<file path="src/rtl/wb_pwm_pkg.sv">
// Shared definitions for the Wishbone PWM peripherals: register word offsets,
// STATUS/CTRL bit positions and the capture FSM state encoding.
package wb_pwm_pkg;

   // Register word index, taken from byte address bits [3:2]
   localparam logic [1:0] REG_PERIOD = 2'd0;  // 0x00
   localparam logic [1:0] REG_HIGH   = 2'd1;  // 0x04
   localparam logic [1:0] REG_STATUS = 2'd2;  // 0x08
   localparam logic [1:0] REG_CTRL   = 2'd3;  // 0x0C

   // STATUS bits (write-1-to-clear)
   localparam int ST_VALID   = 0;
   localparam int ST_TIMEOUT = 1;
   localparam int ST_OVERRUN = 2;

   // CTRL bits
   localparam int CT_ENABLE = 0;
   localparam int CT_IRQ_EN = 1;

   typedef enum logic [1:0] {IDLE, ARM, HIGH, LOW} cap_state_e;

endpackage

</file>
<file path="src/rtl/pwm_edge_sync.sv">
// Two-flop synchronizer for the asynchronous PWM input, followed by a
// registered edge detector producing one-cycle rise/fall pulses.
module pwm_edge_sync (
   input  logic clk,
   input  logic reset,
   input  logic din,
   output logic rise,
   output logic fall
);

   logic s1, s2, prev;

   // Synchronize, then compare against the previous synchronized sample
   always_ff @(posedge clk) begin
      if (reset) begin
         s1   <= 1'b0;
         s2   <= 1'b0;
         prev <= 1'b0;
         rise <= 1'b0;
         fall <= 1'b0;
      end else begin
         s1   <= din;
         s2   <= s1;
         prev <= s2;
         rise <= s2 & ~prev;
         fall <= ~s2 & prev;
      end
   end

endmodule

</file>
<file path="src/rtl/wb_pwm_capture.sv">
// Wishbone slave that measures period and high time of an external PWM
// signal in microseconds, with valid/timeout/overrun status and interrupt.
module wb_pwm_capture
   import wb_pwm_pkg::*;
#(
   parameter int unsigned CLKS_PER_US = 50,
   parameter int unsigned TIMEOUT_US  = 1_000_000
) (
   input  logic        clk,
   input  logic        reset,
   input  logic        wb_stb_i,
   input  logic        wb_cyc_i,
   output logic        wb_ack_o,
   input  logic        wb_we_i,
   input  logic [31:0] wb_adr_i,
   input  logic [3:0]  wb_sel_i,
   input  logic [31:0] wb_dat_i,
   output logic [31:0] wb_dat_o,
   input  logic        pwm_in,
   output logic        irq_o
);

   localparam int PW = $clog2(CLKS_PER_US);
   localparam logic [PW-1:0] PRESC_LAST = PW'(CLKS_PER_US - 1);
   localparam logic [31:0]   CNT_LAST   = 32'(TIMEOUT_US - 1);

   logic          rise, fall;
   logic [PW-1:0] presc;
   logic [31:0]   us_cnt;
   logic          tick;
   logic [31:0]   meas;
   logic          to_expire;

   cap_state_e    state, state_nxt;
   logic          complete, capture_high, to_hit;

   logic [31:0]   period_r, high_r, high_shadow;
   logic [2:0]    status_r, status_nxt, w1c;
   logic [1:0]    ctrl_r;
   logic          ack_r;
   logic          acc, wr;
   logic [1:0]    adr_idx;
   logic [31:0]   rdata;

   logic          unused_bits;
   assign unused_bits = ^{wb_sel_i, wb_adr_i[31:4], wb_adr_i[1:0], wb_dat_i[31:3]};

   pwm_edge_sync u_sync (
      .clk   (clk),
      .reset (reset),
      .din   (pwm_in),
      .rise  (rise),
      .fall  (fall)
   );

   assign tick = (presc == PRESC_LAST);
   // Counting the current cycle's tick makes the result floor(cycles/CLKS_PER_US)
   assign meas = us_cnt + {31'd0, tick};
   // A rise restarts the count, so it can never coincide with a timeout
   assign to_expire = tick & (us_cnt == CNT_LAST) & ~rise;

   // FSM state register
   always_ff @(posedge clk) begin
      if (reset) state <= IDLE;
      else       state <= state_nxt;
   end

   // Next-state and measurement strobes; disable overrides everything
   always_comb begin
      state_nxt    = state;
      complete     = 1'b0;
      capture_high = 1'b0;
      to_hit       = 1'b0;
      if (!ctrl_r[CT_ENABLE]) begin
         state_nxt = IDLE;
      end else begin
         case (state)
            IDLE: state_nxt = ARM;
            ARM:  if (rise) state_nxt = HIGH;
            HIGH: begin
               if (to_expire) begin
                  state_nxt = ARM;
                  to_hit    = 1'b1;
               end else if (fall) begin
                  state_nxt    = LOW;
                  capture_high = 1'b1;
               end
            end
            LOW: begin
               if (rise) begin
                  state_nxt = HIGH;
                  complete  = 1'b1;
               end else if (to_expire) begin
                  state_nxt = ARM;
                  to_hit    = 1'b1;
               end
            end
            default: state_nxt = IDLE;
         endcase
      end
   end

   // Prescaler and microsecond counter; run only while measuring, restart on rise
   always_ff @(posedge clk) begin
      if (reset) begin
         presc  <= '0;
         us_cnt <= '0;
      end else if (rise || !(state_nxt == HIGH || state_nxt == LOW)) begin
         presc  <= '0;
         us_cnt <= '0;
      end else if (tick) begin
         presc  <= '0;
         us_cnt <= us_cnt + 32'd1;
      end else begin
         presc  <= presc + PW'(1);
      end
   end

   assign acc     = wb_stb_i & wb_cyc_i & ~ack_r;
   assign wr      = acc & wb_we_i;
   assign adr_idx = wb_adr_i[3:2];
   assign w1c     = (wr && adr_idx == REG_STATUS) ? wb_dat_i[2:0] : 3'd0;

   // Status update: hardware sets take priority over software clears
   always_comb begin
      status_nxt = status_r & ~w1c;
      if (complete)                      status_nxt[ST_VALID]   = 1'b1;
      if (complete && status_r[ST_VALID]) status_nxt[ST_OVERRUN] = 1'b1;
      if (to_hit)                        status_nxt[ST_TIMEOUT] = 1'b1;
   end

   // Result, status and control registers
   always_ff @(posedge clk) begin
      if (reset) begin
         period_r    <= '0;
         high_r      <= '0;
         high_shadow <= '0;
         status_r    <= '0;
         ctrl_r      <= '0;
      end else begin
         if (capture_high) high_shadow <= meas;
         if (complete) begin
            period_r <= meas;
            high_r   <= high_shadow;
         end
         status_r <= status_nxt;
         if (wr && adr_idx == REG_CTRL) ctrl_r <= wb_dat_i[1:0];
      end
   end

   // Read mux; unused bits read as zero
   always_comb begin
      rdata = '0;
      case (adr_idx)
         REG_PERIOD: rdata = period_r;
         REG_HIGH:   rdata = high_r;
         REG_STATUS: rdata = {29'd0, status_r};
         REG_CTRL:   rdata = {30'd0, ctrl_r};
         default:    rdata = '0;
      endcase
   end

   // Two-cycle bus handshake with registered read data
   always_ff @(posedge clk) begin
      if (reset) begin
         ack_r    <= 1'b0;
         wb_dat_o <= '0;
      end else begin
         ack_r <= acc;
         if (acc) wb_dat_o <= rdata;
      end
   end

   assign wb_ack_o = wb_stb_i & wb_cyc_i & ack_r;
   assign irq_o    = ctrl_r[CT_IRQ_EN] & (status_r[ST_VALID] | status_r[ST_TIMEOUT]);

endmodule

</file>
<file path="config.mk">
export PLATFORM = sky130hd
export DESIGN_NAME = wb_pwm_capture
export DESIGN_NICKNAME = d
export VERILOG_FILES = /design/src/rtl/wb_pwm_pkg.sv /design/src/rtl/pwm_edge_sync.sv /design/src/rtl/wb_pwm_capture.sv
export SDC_FILE = /design/constraint.sdc
export NUM_CORES = 1
export LEC_CHECK = 0
export CAP_MARGIN = 20
export CORE_MARGIN = 4
export CORE_UTILIZATION = 56
export CTS_BUF_LIST = sky130_fd_sc_hd__clkbuf_8
export CTS_CLUSTER_DIAMETER = 80
export DETAILED_ROUTE_END_ITERATION = 10
export HOLD_SLACK_MARGIN = 0.03
export PLACE_DENSITY = 0.82
export SLEW_MARGIN = 15
export SYNTH_ARGS = -nofsm -noshare
export SYNTH_HDL_FRONTEND = slang
export SYNTH_SLANG_ARGS = --single-unit
</file>
<file path="constraint.sdc">
create_clock -name clk -period 3.4 [get_ports clk]
set_input_delay 0.68 -clock clk [delete_from_list [all_inputs] [get_ports clk]]
set_output_delay 0.68 -clock clk [all_outputs]
set_load 0.01 [all_outputs]
</file>
* Yosys cells after proc, flatten, opt, wreduce, memory -nomap -nowiden *
Cells that the tools add are included.

cells by class
  add/subtract/negate cells = 3
  eq/ne operators = 10
  multiplexer cells = 23
  bitwise logic cells = 16
  reduce and logical (&&, ||, !) cells = 10

operator list
  operator                                                                 number
  32-bit case mux with 4 select lines                                      1
  32-bit by 1-bit adder with 32-bit output                                 1
  32-bit by 1-bit adder with 32-bit output, second input constant          1
  32-bit by 20-bit equality test with 1-bit output, second input constant  1
  1-bit 2-to-1 mux                                                         13
  2-bit equality test, second input constant                               6
  2-bit 2-to-1 mux                                                         6
  1-bit bitwise AND                                                        9
  2-bit case mux with 4 select lines                                       1
  6-bit by 1-bit adder with 6-bit output, second input constant            1
  6-bit equality test, second input constant                               1
  2-bit by 1-bit equality test with 1-bit output, second input constant    2
  2-bit zero test                                                          2
  1-bit NOT                                                                4
  3-bit bitwise AND                                                        1
  1-bit logical AND                                                        3
  3-bit 2-to-1 mux                                                         1
  3-bit NOT                                                                1
  3-bit OR reduction                                                       1
  1-bit logical OR                                                         2
  1-bit case mux with 2 select lines                                       1
  2-bit OR reduction                                                       1
  1-bit zero test                                                          1
  1-bit bitwise OR                                                         1

storage, ports and cells
  bits in registers = 179
  input bits = 74
  output and inout bits = 34
  word-level logic and storage cells = 77

* Depth between registers and ports, before layout *
Gate-level depths: netlist of run 1.

  depth after elaboration = 12
  gate-level depth with buffers = 12
  depth with buffers taken out = 12

* By module *
Synthesis of run 1 repeated with hierarchy kept, for this count alone.

unflattened totals
  cell total of the unflattened synthesis = 924
  area total of the unflattened synthesis = 7,845.0 um^2

by module, submodules not included
  module          instances  cells each  area an instance (um^2)  seq. area each (um^2)
  wb_pwm_capture  1          914         7,711.1                  3,483.3
  pwm_edge_sync   1          10          133.9                    100.1

* Worst setup path after synthesis of run 1 *
No wires, ideal clock.

  path kind = register to register
  start point = reg presc[0]
  end point = reg high_shadow[25]
  setup time = 86 ps
  arrival time = 2,429 ps
  required time = 3,314 ps
  path slack = 885 ps
  cell stages (with the launch flop) = 12
  path buffers = 1
  period minus slack after synthesis = 2,515 ps
  path through = dfxtp_1 > ha_1 > and4bb_2 > nand2_1 > inv_1 > ha_1 > nand3_1 > or3_1 > clkbuf_1 > nor3_1 > xnor2_1 > a211oi_1

between the ends
  longest elaborated chain between the ends = 6
  elaborated cells between the ends (all ways) = 7
  classes of those cells = add/sub: 1; eq/ne: 1; mux: 3; bitwise: 2

RTL lines
  element                                                                                           RTL line               source
  from (decl)                                                                                       wb_pwm_capture.sv:28   logic [PW-1:0] presc;
  from (signal assigned)                                                                            wb_pwm_capture.sv:115  presc <= presc + PW'(1);
  6-bit equality test (*)                                                                           wb_pwm_capture.sv:56   assign tick = (presc == PRESC_LAST);
  parallel branches: the longest is 5 deep, another holds 32-bit by 1-bit adder with 32-bit output  -
  to (signal assigned)                                                                              wb_pwm_capture.sv:141  if (capture_high) high_shadow <= meas;
  to (decl)                                                                                         wb_pwm_capture.sv:37   logic [31:0] period_r, high_r, high_shadow;

Mark *: on every way between the ends.
A chain may end at the register's enable or synchronous reset.

* Worst setup path after layout of run 1 *
  start point = reg presc[0]
  end point = reg period_r[31]

between the ends
  longest elaborated chain between the ends = 2

RTL lines
  element                                   RTL line               source
  6-bit equality test                       wb_pwm_capture.sv:56
  32-bit by 1-bit adder with 32-bit output  wb_pwm_capture.sv:58   assign meas = us_cnt + {31'd0, tick};
  to (signal assigned)                      wb_pwm_capture.sv:143  period_r <= meas;
  to (decl)                                 wb_pwm_capture.sv:37

Every way passes these cells.

==> metrics.md, run 1 <==
| Metric | Value |
|---|---|
| Fill cells | `1,072` |
| Overflow after GRT | `0` |
| Initial Util | `56.9%` |
| Clock Latency Late Sink | `470 ps` |
| Die footprint | `0.0153 mm²` |
| Synthesis-stage register bit count | `179` |
| WS Path Type | `reg -> reg` |
| Psw | `0.000810 W` |
| Share of layout cells above drive strength 1 | `5.92%` |
| Sw Share | `22.6%` |
| Yosys warns | `0` |
| Total Routed Length | `15,300 µm` |
| Largest net degree at the start of global routing | `86` |
| Crit path required time | `3770 ps` |
| Logic pwr share | `2.5%` |
| Final setup fails | `0` |
| Element type at the critical path start | `flop` |
| TNS Setup | `0 ps` |
| Fin crit period | `2990 ps` |
| GR peak layer | `met2` |
| Critical Path AT | `3360 ps` |
| CP bufs+invs | `1` |
| Critical-path top delay cell | `or3_1` |
| Synth top area cells | `dfxtp_1, nor2_1, a211oi_1` |
| Hpwl dp | `10,100 µm` |
| Htree depth | `4` |
| Die height | `124 µm` |
| R2R Setup Slk | `410 ps` |
| Clock Power Share | `38.9%` |
| Num CTS Buffers | `17` |
| Critical Path Fanout Max | `12` |
| Fmax | `335 MHz` |
| Main synth FF type | `dfxtp_1` |
| RSZ-0062 raised after global routing | `no` |
| CP dominant cell by count | `ha_1` |
| Slew HR | `43.1%` |
| CP endpoint kind | `flop` |
| Initial DRC count | `464` |
| Row cnt | `42` |
| Postcts setup bufs | `0` |
| Max-Cap Viols | `0` |
| Clock Pin Slew Worst Setup and Hold Paths | `80 ps` |
| Via Count | `6,081` |
| Avg Inst Size Synth | `8.50 µm²` |
| First-pass GRT wire length | `25,700 µm` |
| P&R area growth vs syn | `11.4%` |
| Initial antenna violation count | `0` |
| Setup slack after layout | `412 ps` |
| Fin. max-slew vios | `0` |
| Mapped cell area | `0.00751 mm²` |
| Syn nets | `963` |
| Status | `complete, no violations` |
| End of the critical path | `period_r[31]$_SDFFE_PP0P_` |
| Worst Hold Slack | `406 ps` |
| Pint | `0.00277 W` |
| Crit path from | `presc[0]$_SDFF_PP0_` |
| Static Leakage | `2.60 nW` |
| Hold Path Class | `reg -> reg` |
| Post-synth ARST share | `0%` |
| I/O Buffers | `44` |
| Reg-to-reg endpoint | `period_r[31]$_SDFFE_PP0P_` |
| Critical-path cell list | `ha_1 -> and4bb_2 -> nand2_1 -> inv_1 -> ha_1 -> nand3_1 -> or3_1 -> nor4_1 -> xnor2_1 -> a211oi_1` |
| Final Hold Viols | `0` |
| Post-cts sizing count | `0` |
| Sequential cell area fraction in the yosys report | `47.7%` |
| Peak supply drop | `0.192 mV` |
| Met2 GRT Util | `32.0%` |
| Number of global-route vias before repair | `5,390` |
| GRT Resource Usage Total | `20.9%` |
| Longest Clk Path Bufs | `2` |
| Layout Nets | `962` |
| Vias per cell | `5.67` |
| DRC Markers | `0` |
| Crit path depth | `10` |
| Top Ports | `108` |
| Gate Count Post-Synth | `884` |
| CP peak stage delay | `630 ps` |
| Average wire per standard cell | `14.3 µm` |
| First-pass DRT Iterations | `5` |
| Die X-Extent | `124 µm` |
| Pwr Density | `428 mW/mm²` |
| Hold Buf Count CTS | `0` |
| Worst flop-to-flop path startpoint | `presc[0]$_SDFF_PP0_` |
| Area of the core | `0.0132 mm²` |
| Clock sinks | `179` |
| N_diodes | `0` |
| EDFF count, synth | `0` |
| Worst clock skew | `13.1 ps` |
| Root buf cell | `clkbuf_8` |
| Synth area leader | `dfxtp_1` |
| Netlist cell types | `43` |
| Met1 usage | `28.9%` |
| Post-synth top area share | `47.7%` |
| Least-Margin Pin Slew | `853 ps` |
| R2R cell count | `10` |
| Final cycle utilization of the critical path | `87.9%` |
| M3 GR Usage | `4.59%` |
| Pre-CTS setup slack | `415 ps` |
| CTS tree | `yes` |
| Register share of total power | `58.7%` |
| Antenna viol nets, final | `0` |
| Delay-heaviest family, CP | `simple AND/OR/NAND/NOR gates` |
| Gpl congestion | `0.928` |
cell usage after synthesis (2+ instances only):
| master | n |
|---|---|
| nor4_1 | 13 |
| clkbuf_1 | 65 |
| or3_1 | 4 |
| nor2b_1 | 5 |
| nor3_1 | 46 |
| mux2i_1 | 34 |
| mux4_2 | 2 |
| xnor2_1 | 35 |
| dfxtp_1 | 179 |
| xor2_1 | 25 |
| nand2_1 | 102 |
| and3_1 | 5 |
| nand3_1 | 15 |
| nor3b_1 | 4 |
| o31ai_1 | 3 |
| or4_1 | 2 |
| o21ai_0 | 2 |
| ha_1 | 5 |
| and4_1 | 8 |
| and2_1 | 3 |
| a211oi_1 | 60 |
| nand4_1 | 19 |
| a21oi_1 | 73 |
| nor4b_1 | 2 |
| nor2_1 | 143 |
| buf_2 | 7 |
| buf_1 | 5 |
| inv_1 | 3 |
flip-flops by register name, summed over array words and instances, names as in the netlist:
signal / cells
period_r: 32
presc: 6
high_shadow: 32
us_cnt: 32
u_sync.s1: 1
ctrl_r: 2
status_r: 3
wb_dat_o: 32
u_sync.rise: 1
high_r: 32
u_sync.fall: 1
u_sync.prev: 1
state: 2
u_sync.s2: 1
ack_r: 1
per-layer routing:
| layer | routed length (µm) | vias up |
|---|---|---|
| met4 | 347 | 0 |
| li1 | - | 3050 |
| met3 | 664 | 35 |
| met1 | 7270 | 2835 |
| met2 | 7040 | 161 |
| met5 | 0 | - |
cell usage in the layout (no fill, tap or decap), drive strengths merged, types with 3 or more instances in the layout:
cell type	count
xor2	25
dfxtp	179
nor2	143
clkdlybuf4s50	42
buf	15
nor3	46
mux2i	34
and2	3
xnor2	35
nor4	13
a21oi	73
and4	8
ha	5
nand4	20
and3	5
nand2	102
o31ai	3
nor2b	5
nor3b	4
a211oi	60
clkinv	4
clkinvlp	5
or3	5
nand3	15
clkbuf	17
inv	7
power groups by stage:
stage / Combinational [W] / Clock [W] / Sequential (W)
floorplan: 0.0000611 / 0 / 0.00215
global placement: 0.0000870 / 0 / 0.00215
detailed placement: 0.0000887 / 0 / 0.00215
CTS: 0.0000885 / 0.00141 / 0.00210
global route: 0.0000954 / 0.00150 / 0.00210
finish: 0.0000880 / 0.00139 / 0.00210
per-stage QoR:
step,total power (W),util (%),area [µm²],std cells
6_report,0.00358,63.4,8360,1072
5_1_grt,0.00370,63.4,8360,1072
4_1_cts,0.00360,63.4,8360,1072
3_5_place_dp,0.00224,60.5,7990,1040
3_3_place_gp,0.00224,60.5,7990,1040
2_1_floorplan,0.00221,-,7510,884
cell families after synthesis:
group	count (synthesis)	synth area share, %
fa+ha+maj	5	0.833
mux	36	5.13
flops	179	47.7
buf+inv	80	4.12
xor+xnor	60	7.00
compound gates	145	12.1
simple gates	379	23.1
worst min path at each step:
| stage | startpoint | endpoint | slack (ps) | cells past startpoint |
|---|---|---|---|---|
| finish | u_sync.prev$_SDFF_PP0_ | u_sync.rise$_SDFF_PP0_ | 410 | 1 |
| global route | u_sync.prev$_SDFF_PP0_ | u_sync.rise$_SDFF_PP0_ | 430 | 1 |
| floorplan | u_sync.prev$_SDFF_PP0_ | u_sync.rise$_SDFF_PP0_ | 380 | 1 |
| detailed placement | u_sync.prev$_SDFF_PP0_ | u_sync.rise$_SDFF_PP0_ | 390 | 1 |
| global placement | u_sync.prev$_SDFF_PP0_ | u_sync.rise$_SDFF_PP0_ | 390 | 1 |
| CTS | u_sync.prev$_SDFF_PP0_ | u_sync.rise$_SDFF_PP0_ | 410 | 1 |
final cells by class:
cell class	instances	area, µm²	share of cell area (%)
clock inverter	15	145	1.74
clock buffer	17	234	2.80
inverter	3	11.3	0.135
timing repair buffer	57	531	6.34
multi-input combinational	625	3640	43.5
sequential	179	3580	42.8
tap	176	220	2.63
Note: power is estimated with default switching activity, not from simulation.
==> run 2: changes to the inputs <==
--- a/config.mk
+++ b/config.mk
@@ -12,7 +12,7 @@
 export CTS_CLUSTER_DIAMETER = 80
 export DETAILED_ROUTE_END_ITERATION = 10
 export HOLD_SLACK_MARGIN = 0.03
-export PLACE_DENSITY = 0.82
+export PLACE_DENSITY = 0.86
 export SLEW_MARGIN = 15
 export SYNTH_ARGS = -nofsm -noshare
 export SYNTH_HDL_FRONTEND = slang
==> run 2 against run 1 <==
Net effect:
- critical path depth is the same
- first-iteration DRC count rose by 27%
- highest routed layer unchanged
- die area unchanged
- wire length rose by 0.77%
- hold slack about the same
- clock skew shrank 3.5 ps
- global-route usage increased by 0.13 points
- power increased by 4.1%
==> metrics.md, run 2 (synthesis gave the netlist of run 1 again) <==
| Metric | Value |
|---|---|
| Status | `complete, no violations` |
| Critical Path AT | `3410 ps` |
| Sw Share | `20.8%` |
| CP dominant cell by count | `ha_1` |
| Clock Pin Slew Worst Setup and Hold Paths | `80 ps` |
| Fill cells | `1,064` |
| Hold Buf Count CTS | `0` |
| Postcts setup bufs | `0` |
| R2R cell count | `10` |
| Fmax | `331 MHz` |
| Final core utilization | `63.9%` |
| Overflow after GRT | `0` |
| Max-Cap Viols | `0` |
| First-pass DRT Iterations | `5` |
| Peak supply drop | `0.263 mV` |
| Critical-path top delay cell | `or3_1` |
| CP endpoint kind | `flop` |
| R2R Setup Slk | `370 ps` |
| Layout Nets | `964` |
| Slew HR | `38.1%` |
| Antenna viol nets, final | `0` |
| Die footprint | `0.0153 mm²` |
| I/O Buffers | `44` |
| Clock sinks | `179` |
| Pint | `0.00295 W` |
| Reg area | `0.00358 mm²` |
| CP peak stage delay | `640 ps` |
| N_diodes | `0` |
| Htree depth | `4` |
| Worst flop-to-flop path startpoint | `presc[0]$_SDFF_PP0_` |
| Area of the core | `0.0132 mm²` |
| Num CTS Buffers | `17` |
| Final cycle utilization of the critical path | `89.0%` |
| Row cnt | `42` |
| WS Path Type | `reg -> reg` |
| Crit path required time | `3790 ps` |
| Reg-to-reg endpoint | `high_shadow[31]$_SDFFE_PP0P_` |
| DRC Markers | `0` |
| Element type at the critical path start | `flop` |
| TNS Setup | `0 ps` |
| Critical Path Fanout Max | `12` |
| Final Hold Viols | `0` |
| CP bufs+invs | `1` |
| Top Ports | `108` |
| Initial antenna violation count | `0` |
| Hold Path Depth | `1` |
| Register share of total power | `56.3%` |
| Average wire per standard cell | `14.4 µm` |
| Logic pwr share | `2.4%` |
| Root buf cell | `clkbuf_8` |
| Critical-path cell list | `ha_1 -> and4bb_2 -> nand2_1 -> inv_1 -> ha_1 -> nand3_1 -> or3_1 -> nor4_1 -> xnor2_1 -> a211oi_1` |
| Pwr Density | `442 mW/mm²` |
| P&R area growth vs syn | `12.2%` |
| Fin. max-slew vios | `0` |
| Share of layout cells above drive strength 1 | `6.02%` |
| Delay-heaviest family, CP | `simple AND/OR/NAND/NOR gates` |
| CTS tree | `yes` |
| GRT Resource Usage Total | `21.1%` |
| Die height | `124 µm` |
| Longest Clk Path Bufs | `2` |
| Multi-input gate area | `0.00364 mm²` |
| Via Count | `6,039` |
| Most frequent cells in the layout | `dfxtp_1, nor2_1, nand2_1, a21oi_1, a211oi_1` |
| Clock Power Share | `41.3%` |
| Vias per cell | `5.63` |
| Initial Util | `56.9%` |
| Pre-CTS setup slack | `468 ps` |
| Hold Path Class | `reg -> reg` |
| Least-Margin Pin Slew | `928 ps` |
| Psw | `0.000776 W` |
| Initial DRC count | `590` |
| Total Routed Length | `15,400 µm` |
| Number of global-route vias before repair | `5,484` |
| Final setup fails | `0` |
| Static Leakage | `2.64 nW` |
| Min-delay src | `u_sync.prev$_SDFF_PP0_` |
| First-pass GRT wire length | `25,900 µm` |
| Worst clock skew | `9.60 ps` |
| Setup slack after layout | `375 ps` |
| Gpl congestion | `0.901` |
| Fin crit period | `3030 ps` |
| RSZ-0062 raised after global routing | `no` |
| Largest net degree at the start of global routing | `97` |
| Die X-Extent | `124 µm` |
| Hpwl dp | `10,200 µm` |
| Post-cts sizing count | `0` |
| Commonest non-fill, non-tap cell in the layout | `dfxtp_1` |
| Worst Hold Endpoint | `u_sync.rise$_SDFF_PP0_` |
| Clock Latency Late Sink | `470 ps` |
run 2: cell types whose count changed in the layout (fill, tap and decap cells not counted):
| cell | delta |
|---|---|
| buf_4 | +2 |
| bufinv_16 | +2 |
| clkinv_4 | -1 |
| inv_6 | -1 |
| clkbuf_8 | +2 |
| clkinvlp_4 | -3 |
run 2: area by class of cell:
type / count / area share (%)
Multi-Input combinational cell: 625 / 43.2
Sequential cell: 179 / 42.5
Timing Repair Buffer: 59 / 6.47
Clock buffer: 19 / 3.10
Tap cell: 176 / 2.61
Clock inverter: 12 / 1.96
Inverter: 3 / 0.134
run 2: per-stage QoR:
| step | area [µm²] | power, W | hold slack [ps] | std cells |
|---|---|---|---|---|
| after floorplan | 7510 | 0.00221 | 383 | 884 |
| after global placement | 8000 | 0.00224 | 392 | 1042 |
| after detailed placement | 8000 | 0.00224 | 401 | 1042 |
| after CTS | 8430 | 0.00374 | 411 | 1073 |
| after global routing | 8430 | 0.00384 | 420 | 1073 |
| final | 8430 | 0.00373 | 406 | 1073 |
run 2: metal layers:
| metal | routed length, µm | GRT usage, % |
|---|---|---|
| met1 | 7180 | 28.2 |
| met2 | 7230 | 33.4 |
| met3 | 740 | 4.63 |
| met4 | 301 | 7.82 |
| met5 | 0 | 0 |
run 2: power groups by stage:
stage	clock [W]	sequential (W)	combinational [W]
after CTS	0.00155	0.00210	0.0000881
after detailed placement	0	0.00215	0.0000877
after global placement	0	0.00215	0.0000878
after global routing	0.00164	0.00210	0.0000951
after floorplan	0	0.00215	0.0000611
final	0.00154	0.00210	0.0000888
run 2: worst max path at each step:
stage / start / end / slack, ps / cells after the start
after floorplan: presc[0]$_SDFF_PP0_ / high_shadow[25]$_SDFFE_PP0P_ / 890 / 11
final: presc[0]$_SDFF_PP0_ / high_shadow[31]$_SDFFE_PP0P_ / 370 / 10
after global placement: presc[0]$_SDFF_PP0_ / period_r[29]$_SDFFE_PP0P_ / 520 / 10
after CTS: presc[0]$_SDFF_PP0_ / high_shadow[31]$_SDFFE_PP0P_ / 380 / 10
after global routing: presc[0]$_SDFF_PP0_ / period_r[31]$_SDFFE_PP0P_ / 90 / 10
after detailed placement: presc[0]$_SDFF_PP0_ / period_r[29]$_SDFFE_PP0P_ / 470 / 10
run 2: worst reg2reg max path: stages, from the launching register on:
cell      delay, ps
dfxtp_1         390
ha_1            160
and4bb_2        260
nand2_1          90
inv_1           180
ha_1            210
nand3_1         160
or3_1           640
nor4_1          460
xnor2_1         160
a211oi_1        240
